--- src/rtl/board_score_keeper_if.sv ---
// rtl/board_score_keeper_if.sv - FSM-to-score-keeper bus: store strobes, clears, board and score outputs
interface board_score_keeper_if #(
    parameter int SCORE_W = 4
);
    logic [8:0]         almacenar_x;
    logic [8:0]         almacenar_o;
    logic               resetPosiciones;
    logic               resetScore;
    logic               inc_x_score;
    logic               inc_o_score;
    logic [8:0]         x;
    logic [8:0]         o;
    logic [3:0]         move_count;
    logic               board_full;
    logic [8:0]         win_mask;
    logic [SCORE_W-1:0] score_x;
    logic [SCORE_W-1:0] score_o;
    logic               illegal;

    // Game FSM side: issues strobes and levels, reads back board and scores
    modport master (
        output almacenar_x, almacenar_o, resetPosiciones, resetScore,
               inc_x_score, inc_o_score,
        input  x, o, move_count, board_full, win_mask, score_x, score_o, illegal
    );

    // Score keeper side
    modport slave (
        input  almacenar_x, almacenar_o, resetPosiciones, resetScore,
               inc_x_score, inc_o_score,
        output x, o, move_count, board_full, win_mask, score_x, score_o, illegal
    );
endinterface

--- src/rtl/board_score_keeper.sv ---
// rtl/board_score_keeper.sv - tic-tac-toe board storage, legality check, win detection and scores
module board_score_keeper #(
    parameter int SCORE_MAX = 9,
    parameter int SCORE_W   = 4
) (
    input  logic                  clk_100MHz,
    input  logic                  rst_n,
    board_score_keeper_if.slave   bus
);
    // Rows, columns, then the two diagonals; bit i is square i
    localparam logic [8:0] LINES [8] = '{
        9'h007, 9'h038, 9'h1C0,
        9'h049, 9'h092, 9'h124,
        9'h111, 9'h054
    };
    localparam logic [SCORE_W-1:0] SCORE_LIMIT = SCORE_W'(SCORE_MAX);

    logic [8:0]         x_q, x_d;
    logic [8:0]         o_q, o_d;
    logic [3:0]         cnt_q, cnt_d;
    logic               ill_q, ill_d;
    logic [8:0]         win_q, win_d;
    logic [SCORE_W-1:0] sx_q, sx_d;
    logic [SCORE_W-1:0] so_q, so_d;
    logic               incx_q, inco_q;

    // Squares covered by every line fully owned by one player
    function automatic logic [8:0] line_mask(input logic [8:0] b);
        logic [8:0] m;
        m = 9'd0;
        for (int k = 0; k < 8; k++) begin
            if ((b & LINES[k]) == LINES[k]) m = m | LINES[k];
        end
        return m;
    endfunction

    // True when more than one bit of the strobe is set
    function automatic logic multi_hot(input logic [8:0] v);
        return (v & (v - 9'd1)) != 9'd0;
    endfunction

    // Board update: clear, then rejection rules, then single legal placement
    always_comb begin
        x_d   = x_q;
        o_d   = o_q;
        cnt_d = cnt_q;
        ill_d = ill_q;
        if (bus.resetPosiciones) begin
            x_d   = 9'd0;
            o_d   = 9'd0;
            cnt_d = 4'd0;
            ill_d = 1'b0;
        end else if (bus.almacenar_x != 9'd0 && bus.almacenar_o != 9'd0) begin
            ill_d = 1'b1;
        end else if (multi_hot(bus.almacenar_x) || multi_hot(bus.almacenar_o)) begin
            ill_d = 1'b1;
        end else if (bus.almacenar_x != 9'd0) begin
            if ((bus.almacenar_x & o_q) != 9'd0) begin
                ill_d = 1'b1;
            end else if ((bus.almacenar_x & x_q) == 9'd0 && cnt_q != 4'd9) begin
                x_d   = x_q | bus.almacenar_x;
                cnt_d = cnt_q + 4'd1;
            end
        end else if (bus.almacenar_o != 9'd0) begin
            if ((bus.almacenar_o & x_q) != 9'd0) begin
                ill_d = 1'b1;
            end else if ((bus.almacenar_o & o_q) == 9'd0 && cnt_q != 4'd9) begin
                o_d   = o_q | bus.almacenar_o;
                cnt_d = cnt_q + 4'd1;
            end
        end
    end

    // Win mask is taken from the registered board, so it trails the board by a cycle
    always_comb begin
        win_d = line_mask(x_q) | line_mask(o_q);
    end

    // Scores count rising edges of the winner levels, saturating; resetScore wins over an edge
    always_comb begin
        sx_d = sx_q;
        so_d = so_q;
        if (bus.resetScore) begin
            sx_d = '0;
            so_d = '0;
        end else begin
            if (bus.inc_x_score && !incx_q && sx_q != SCORE_LIMIT) sx_d = sx_q + 1'b1;
            if (bus.inc_o_score && !inco_q && so_q != SCORE_LIMIT) so_d = so_q + 1'b1;
        end
    end

    // State registers; edge-detect copies track the inputs even during resetScore
    always_ff @(posedge clk_100MHz or negedge rst_n) begin
        if (!rst_n) begin
            x_q    <= 9'd0;
            o_q    <= 9'd0;
            cnt_q  <= 4'd0;
            ill_q  <= 1'b0;
            win_q  <= 9'd0;
            sx_q   <= '0;
            so_q   <= '0;
            incx_q <= 1'b0;
            inco_q <= 1'b0;
        end else begin
            x_q    <= x_d;
            o_q    <= o_d;
            cnt_q  <= cnt_d;
            ill_q  <= ill_d;
            win_q  <= win_d;
            sx_q   <= sx_d;
            so_q   <= so_d;
            incx_q <= bus.inc_x_score;
            inco_q <= bus.inc_o_score;
        end
    end

    assign bus.x          = x_q;
    assign bus.o          = o_q;
    assign bus.move_count = cnt_q;
    assign bus.board_full = (cnt_q == 4'd9);
    assign bus.win_mask   = win_q;
    assign bus.score_x    = sx_q;
    assign bus.score_o    = so_q;
    assign bus.illegal    = ill_q;
endmodule

--- src/flat_wrapper.sv ---
// flat-port wrapper written by rule: the top's interface ports become plain ports
module board_score_keeper_flat 
#(
    parameter int SCORE_MAX = 9,
    parameter int SCORE_W   = 4
)
  (clk_100MHz, rst_n, bus_almacenar_x, bus_almacenar_o, bus_resetPosiciones, bus_resetScore, bus_inc_x_score, bus_inc_o_score, bus_x, bus_o, bus_move_count, bus_board_full, bus_win_mask, bus_score_x, bus_score_o, bus_illegal);
  board_score_keeper_if #(.SCORE_W(SCORE_W)) bus_i ();
  input  logic clk_100MHz;
  input  logic rst_n;
  input wire logic [$bits(bus_i.almacenar_x)-1:0] bus_almacenar_x;
  input wire logic [$bits(bus_i.almacenar_o)-1:0] bus_almacenar_o;
  input wire logic [$bits(bus_i.resetPosiciones)-1:0] bus_resetPosiciones;
  input wire logic [$bits(bus_i.resetScore)-1:0] bus_resetScore;
  input wire logic [$bits(bus_i.inc_x_score)-1:0] bus_inc_x_score;
  input wire logic [$bits(bus_i.inc_o_score)-1:0] bus_inc_o_score;
  output wire logic [$bits(bus_i.x)-1:0] bus_x;
  output wire logic [$bits(bus_i.o)-1:0] bus_o;
  output wire logic [$bits(bus_i.move_count)-1:0] bus_move_count;
  output wire logic [$bits(bus_i.board_full)-1:0] bus_board_full;
  output wire logic [$bits(bus_i.win_mask)-1:0] bus_win_mask;
  output wire logic [$bits(bus_i.score_x)-1:0] bus_score_x;
  output wire logic [$bits(bus_i.score_o)-1:0] bus_score_o;
  output wire logic [$bits(bus_i.illegal)-1:0] bus_illegal;
  assign bus_i.almacenar_x = bus_almacenar_x;
  assign bus_i.almacenar_o = bus_almacenar_o;
  assign bus_i.resetPosiciones = bus_resetPosiciones;
  assign bus_i.resetScore = bus_resetScore;
  assign bus_i.inc_x_score = bus_inc_x_score;
  assign bus_i.inc_o_score = bus_inc_o_score;
  assign bus_x = bus_i.x;
  assign bus_o = bus_i.o;
  assign bus_move_count = bus_i.move_count;
  assign bus_board_full = bus_i.board_full;
  assign bus_win_mask = bus_i.win_mask;
  assign bus_score_x = bus_i.score_x;
  assign bus_score_o = bus_i.score_o;
  assign bus_illegal = bus_i.illegal;
  board_score_keeper #(.SCORE_MAX(SCORE_MAX), .SCORE_W(SCORE_W)) u_core (.clk_100MHz(clk_100MHz), .rst_n(rst_n), .bus(bus_i));
endmodule
--- config.mk ---
export PLATFORM = sky130hd
export DESIGN_NAME = board_score_keeper_flat
export DESIGN_NICKNAME = d
export VERILOG_FILES = /design/src/rtl/board_score_keeper_if.sv /design/src/rtl/board_score_keeper.sv /design/src/flat_wrapper.sv
export SDC_FILE = /design/constraint.sdc
export NUM_CORES = 1
export LEC_CHECK = 0
export ABC_AREA = 1
export BUFFER_PORTS_ARGS = -buffer_cell sky130_fd_sc_hd__buf_2
export CAP_MARGIN = 20
export CORE_MARGIN = 1.5
export CORE_UTILIZATION = 56
export CTS_BUF_LIST = sky130_fd_sc_hd__clkbuf_4 sky130_fd_sc_hd__clkbuf_8
export CTS_CLUSTER_DIAMETER = 40
export DETAILED_ROUTE_END_ITERATION = 10
export PLACE_DENSITY = 0.84
export SYNTH_ARGS = -nofsm -noshare
export SYNTH_HDL_FRONTEND = slang
export SYNTH_SLANG_ARGS = --single-unit
--- constraint.sdc ---
create_clock -name clk_100MHz -period 3.05 [get_ports clk_100MHz]
set_input_delay 0.4575 -clock clk_100MHz [delete_from_list [all_inputs] [get_ports clk_100MHz]]
set_output_delay 0.4575 -clock clk_100MHz [all_outputs]
set_load 0.01 [all_outputs]
==> flow_summary.json <==
{
  "outcome": "complete, no violations",
  "skew_ns": 0.00786,
  "ys_types": 35,
  "finalWirelength_mm": 6.36,
  "async_reset_ff_share_pct": 100,
  "postCtsHoldBufs": 0,
  "post-dp-hpwl_mm": 4.95,
  "r2r-start": "u_core.bus.move_count[0]",
  "slew_violations": 0,
  "crit_chain": "ha_1, nand2_1, nor2_1, nor2_1, nand2_1, nor2_1, nand3_1, a21oi_2, nand2_1, nand2_1, nand2_1",
  "synth_nets": 376,
  "leakagePower_nw": 1.61,
  "synth.avg_cell_area_sq_um": 7.40,
  "slowest_stage": "dfrtp_1",
  "vias": 2550,
  "vias_per_cell": 5.48,
  "post-cts-setup-buffers": 0,
  "critPathArrivalTime_ns": 2.03,
  "placed_area_sq_um": 2920,
  "crit_path_end_kind": "register",
  "first_global_vias": 2291,
  "drt-pass1-iter-count": 6,
  "rsz0062_at_grt": "no",
  "syn_to_final_growth_pct": 17.2,
  "cts.htree.levels": 2,
  "synth.largest_area_cell": "dfrtp_1",
  "ios": 65,
  "tritoncts": "done",
  "cp.required_ns": 3.24,
  "start_kind": "register",
  "initial_core_util_pct": 58.4,
  "grt_overflow": 0,
  "setup_ws_ns": 1.21,
  "rr_endpoint": "u_core.bus.move_count[2]",
  "path_clk_slew_ns": 0.08,
  "ant_nets": 0,
  "seq_area_frac_synth_pct": 41.0,
  "drive_gt1_share_pct": 25.4,
  "max_stage_delay_ns": 0.44,
  "place_ws_ns": 1.14,
  "synth.area.top_cells": "dfrtp_1, nand2_1, nand3_1, inv_1, nor2_1",
  "worstHoldPathType": "in -> async",
  "n_fill_cell": 395,
  "grt.total_usage_pct": 26.2,
  "final-setup-viol-count": 0,
  "post-route-drc-count": 0,
  "fin_util_pct": 68.5,
  "clock_latency_ns": 0.29,
  "yosys-top-cells-count": "nand2_1, dfrtp_1, inv_1",
  "max_slew.worst_pin.slew_ns": 0.896,
  "p_total_mw": 1.51,
  "finalInstanceArea_sq_um": 3000,
  "cp_common_cell": "nand2_1",
  "final_nets": 443,
  "p_per_area_nw_per_um2": 504,
  "die_w_microns": 70.6,
  "vdd_drop_max_mv": 0.324,
  "max_freq_mhz": 544,
  "ys_warn_count": 0,
  "synth_seq_cells": 42,
  "tns_ns": 0,
  "grt_pass1_wl_mm": 10.4,
  "synth_cells": 346,
  "synth_edf_count": 0,
  "coreArea_sq_um": 4380,
  "grt_max_degree": 43,
  "clockRootBuffer": "clkbuf_8",
  "regToRegSetupSlack_ns": 1.21,
  "insertedDiodeCount": 0,
  "wl_per_cell_microns": 13.7,
  "fin_crit_sh_pct": 60.3,
  "finalWeightedCongestion": 0.903,
  "period_minus_slack_ns": 1.84,
  "drt-initial-drc-count": 131,
  "slew-limit-headroom_pct": 40.3,
  "cts_resized": 0,
  "io_buffers": 64,
  "cts_buffers": 5,
  "cp_top_family": "simple AND/OR/NAND/NOR gates",
  "cts.sinks": 42,
  "dominantRegCellSynth": "dfrtp_1",
  "critPathKind": "reg -> reg",
  "worstRegToRegCells": 11,
  "syn-cell-area_sq_um": 2560,
  "hold_viol": 0,
  "antenna_found_initial": 0,
  "drv_cap": 0,
  "critPathMaxFanout": 6,
  "cts_buffer_depth": 2,
  "critical_path_buf_inv_count": 0,
  "die_area_sq_um": 4990,
  "synth.most_common_cell": "nand2_1",
  "die_h_microns": 70.6,
  "rows": 24,
  "yosys.area.top_type_share_pct": 41.0
}
==> power breakdown <==
| group | switching (mW) | internal, mW | total, mW |
|---|---|---|---|
| Clock | 0.177 | 0.153 | 0.331 |
| Combinational | 0.262 | 0.170 | 0.433 |
| Sequential | 0.118 | 0.631 | 0.749 |
==> worst reg2reg max path: cells and delay by family (launching register included) <==
kind | cells | cell delay [ns]
simple gates | 9 | 0.82
flops | 1 | 0.44
compound gates | 1 | 0.26
fa+ha+maj | 1 | 0.22
==> cell families (layout without fill, tap and decap cells) <==
| kind of cell | Yosys count | in the layout | synth area share (%) |
|---|---|---|---|
| adder cells (fa/ha/maj) | 6 | 6 | 2.93 |
| XOR/XNOR | 2 | 2 | 0.684 |
| AND/OR/NAND/NOR | 196 | 196 | 34.9 |
| flip-flops | 42 | 42 | 41.0 |
| AO/OA/AOI/OAI | 52 | 52 | 13.0 |
| buffers and inverters | 48 | 115 | 7.38 |
==> cells in the final DEF, fill, tap and decap left out, types with 2 or more instances in the layout <==
cell type and count:
a21oi_1 15, inv_1 42, buf_2 64, nor2_1 31, nand2_2 8, ha_1 6, nor2_4 4, dfrtp_1 42
nor2_2 7, o21ai_0 12, nand4_1 4, clkinv_2 2, o31ai_1 8, a211oi_1 2, nand2_1 94, o21a_1 2
nand3_1 41, clkbuf_8 5, o21ai_2 9
==> metal layers <==
layer	routed length, microns	vias to the layer above	global-route usage, %
li1	-	1252	-
met1	2550	1153	34.2
met2	3030	122	42.7
met3	547	23	3.99
met4	233	0	13.0
met5	0	-	0
==> worst max-delay path by stage <==
stage | slack [ns] | endpoint | cells after the start | startpoint
after floorplan | 1.32 | u_core.bus.move_count[0] | 11 | u_core.bus.move_count[0]
after global placement | 1.20 | u_core.bus.x[8] | 11 | bus_almacenar_x[5]
after detailed placement | 1.14 | u_core.bus.x[7] | 11 | bus_almacenar_x[5]
after CTS | 1.21 | u_core.bus.move_count[0] | 11 | u_core.bus.move_count[0]
after global routing | 1.02 | u_core.bus.move_count[2] | 11 | u_core.bus.move_count[0]
final | 1.21 | u_core.bus.move_count[2] | 11 | u_core.bus.move_count[0]
==> metrics by stage <==
| stage | std cells | hold WS [ns] |
|---|---|---|
| detailed placement | 458 | 0.492 |
| global placement | 458 | 0.484 |
| finish | 465 | 0.287 |
| global route | 465 | 0.274 |
| floorplan | 346 | 0.162 |
| CTS | 465 | 0.282 |
==> flip-flops by register name, summed over array words and instances (netlist names) <==
register	count
u_core.bus.o	9
u_core.bus.win_mask	9
u_core.bus.x	9
u_core.bus.move_count	4
u_core.bus.score_o	4
u_core.bus.score_x	4
u_core.bus.illegal	1
u_core.inco_q	1
u_core.incx_q	1
==> layout make-up <==
class | instances | area [sq um] | share of cell area [%]
Clock buffer | 5 | 68.8 | 2.29
Multi-Input combinational cell | 256 | 1320 | 44.0
Tap cell | 52 | 65.1 | 2.17
Timing Repair Buffer | 64 | 320 | 10.7
Sequential cell | 42 | 1050 | 35.0
Clock inverter | 2 | 10.0 | 0.333
Inverter | 44 | 165 | 5.50
Power figures use the tool's default switching activity.
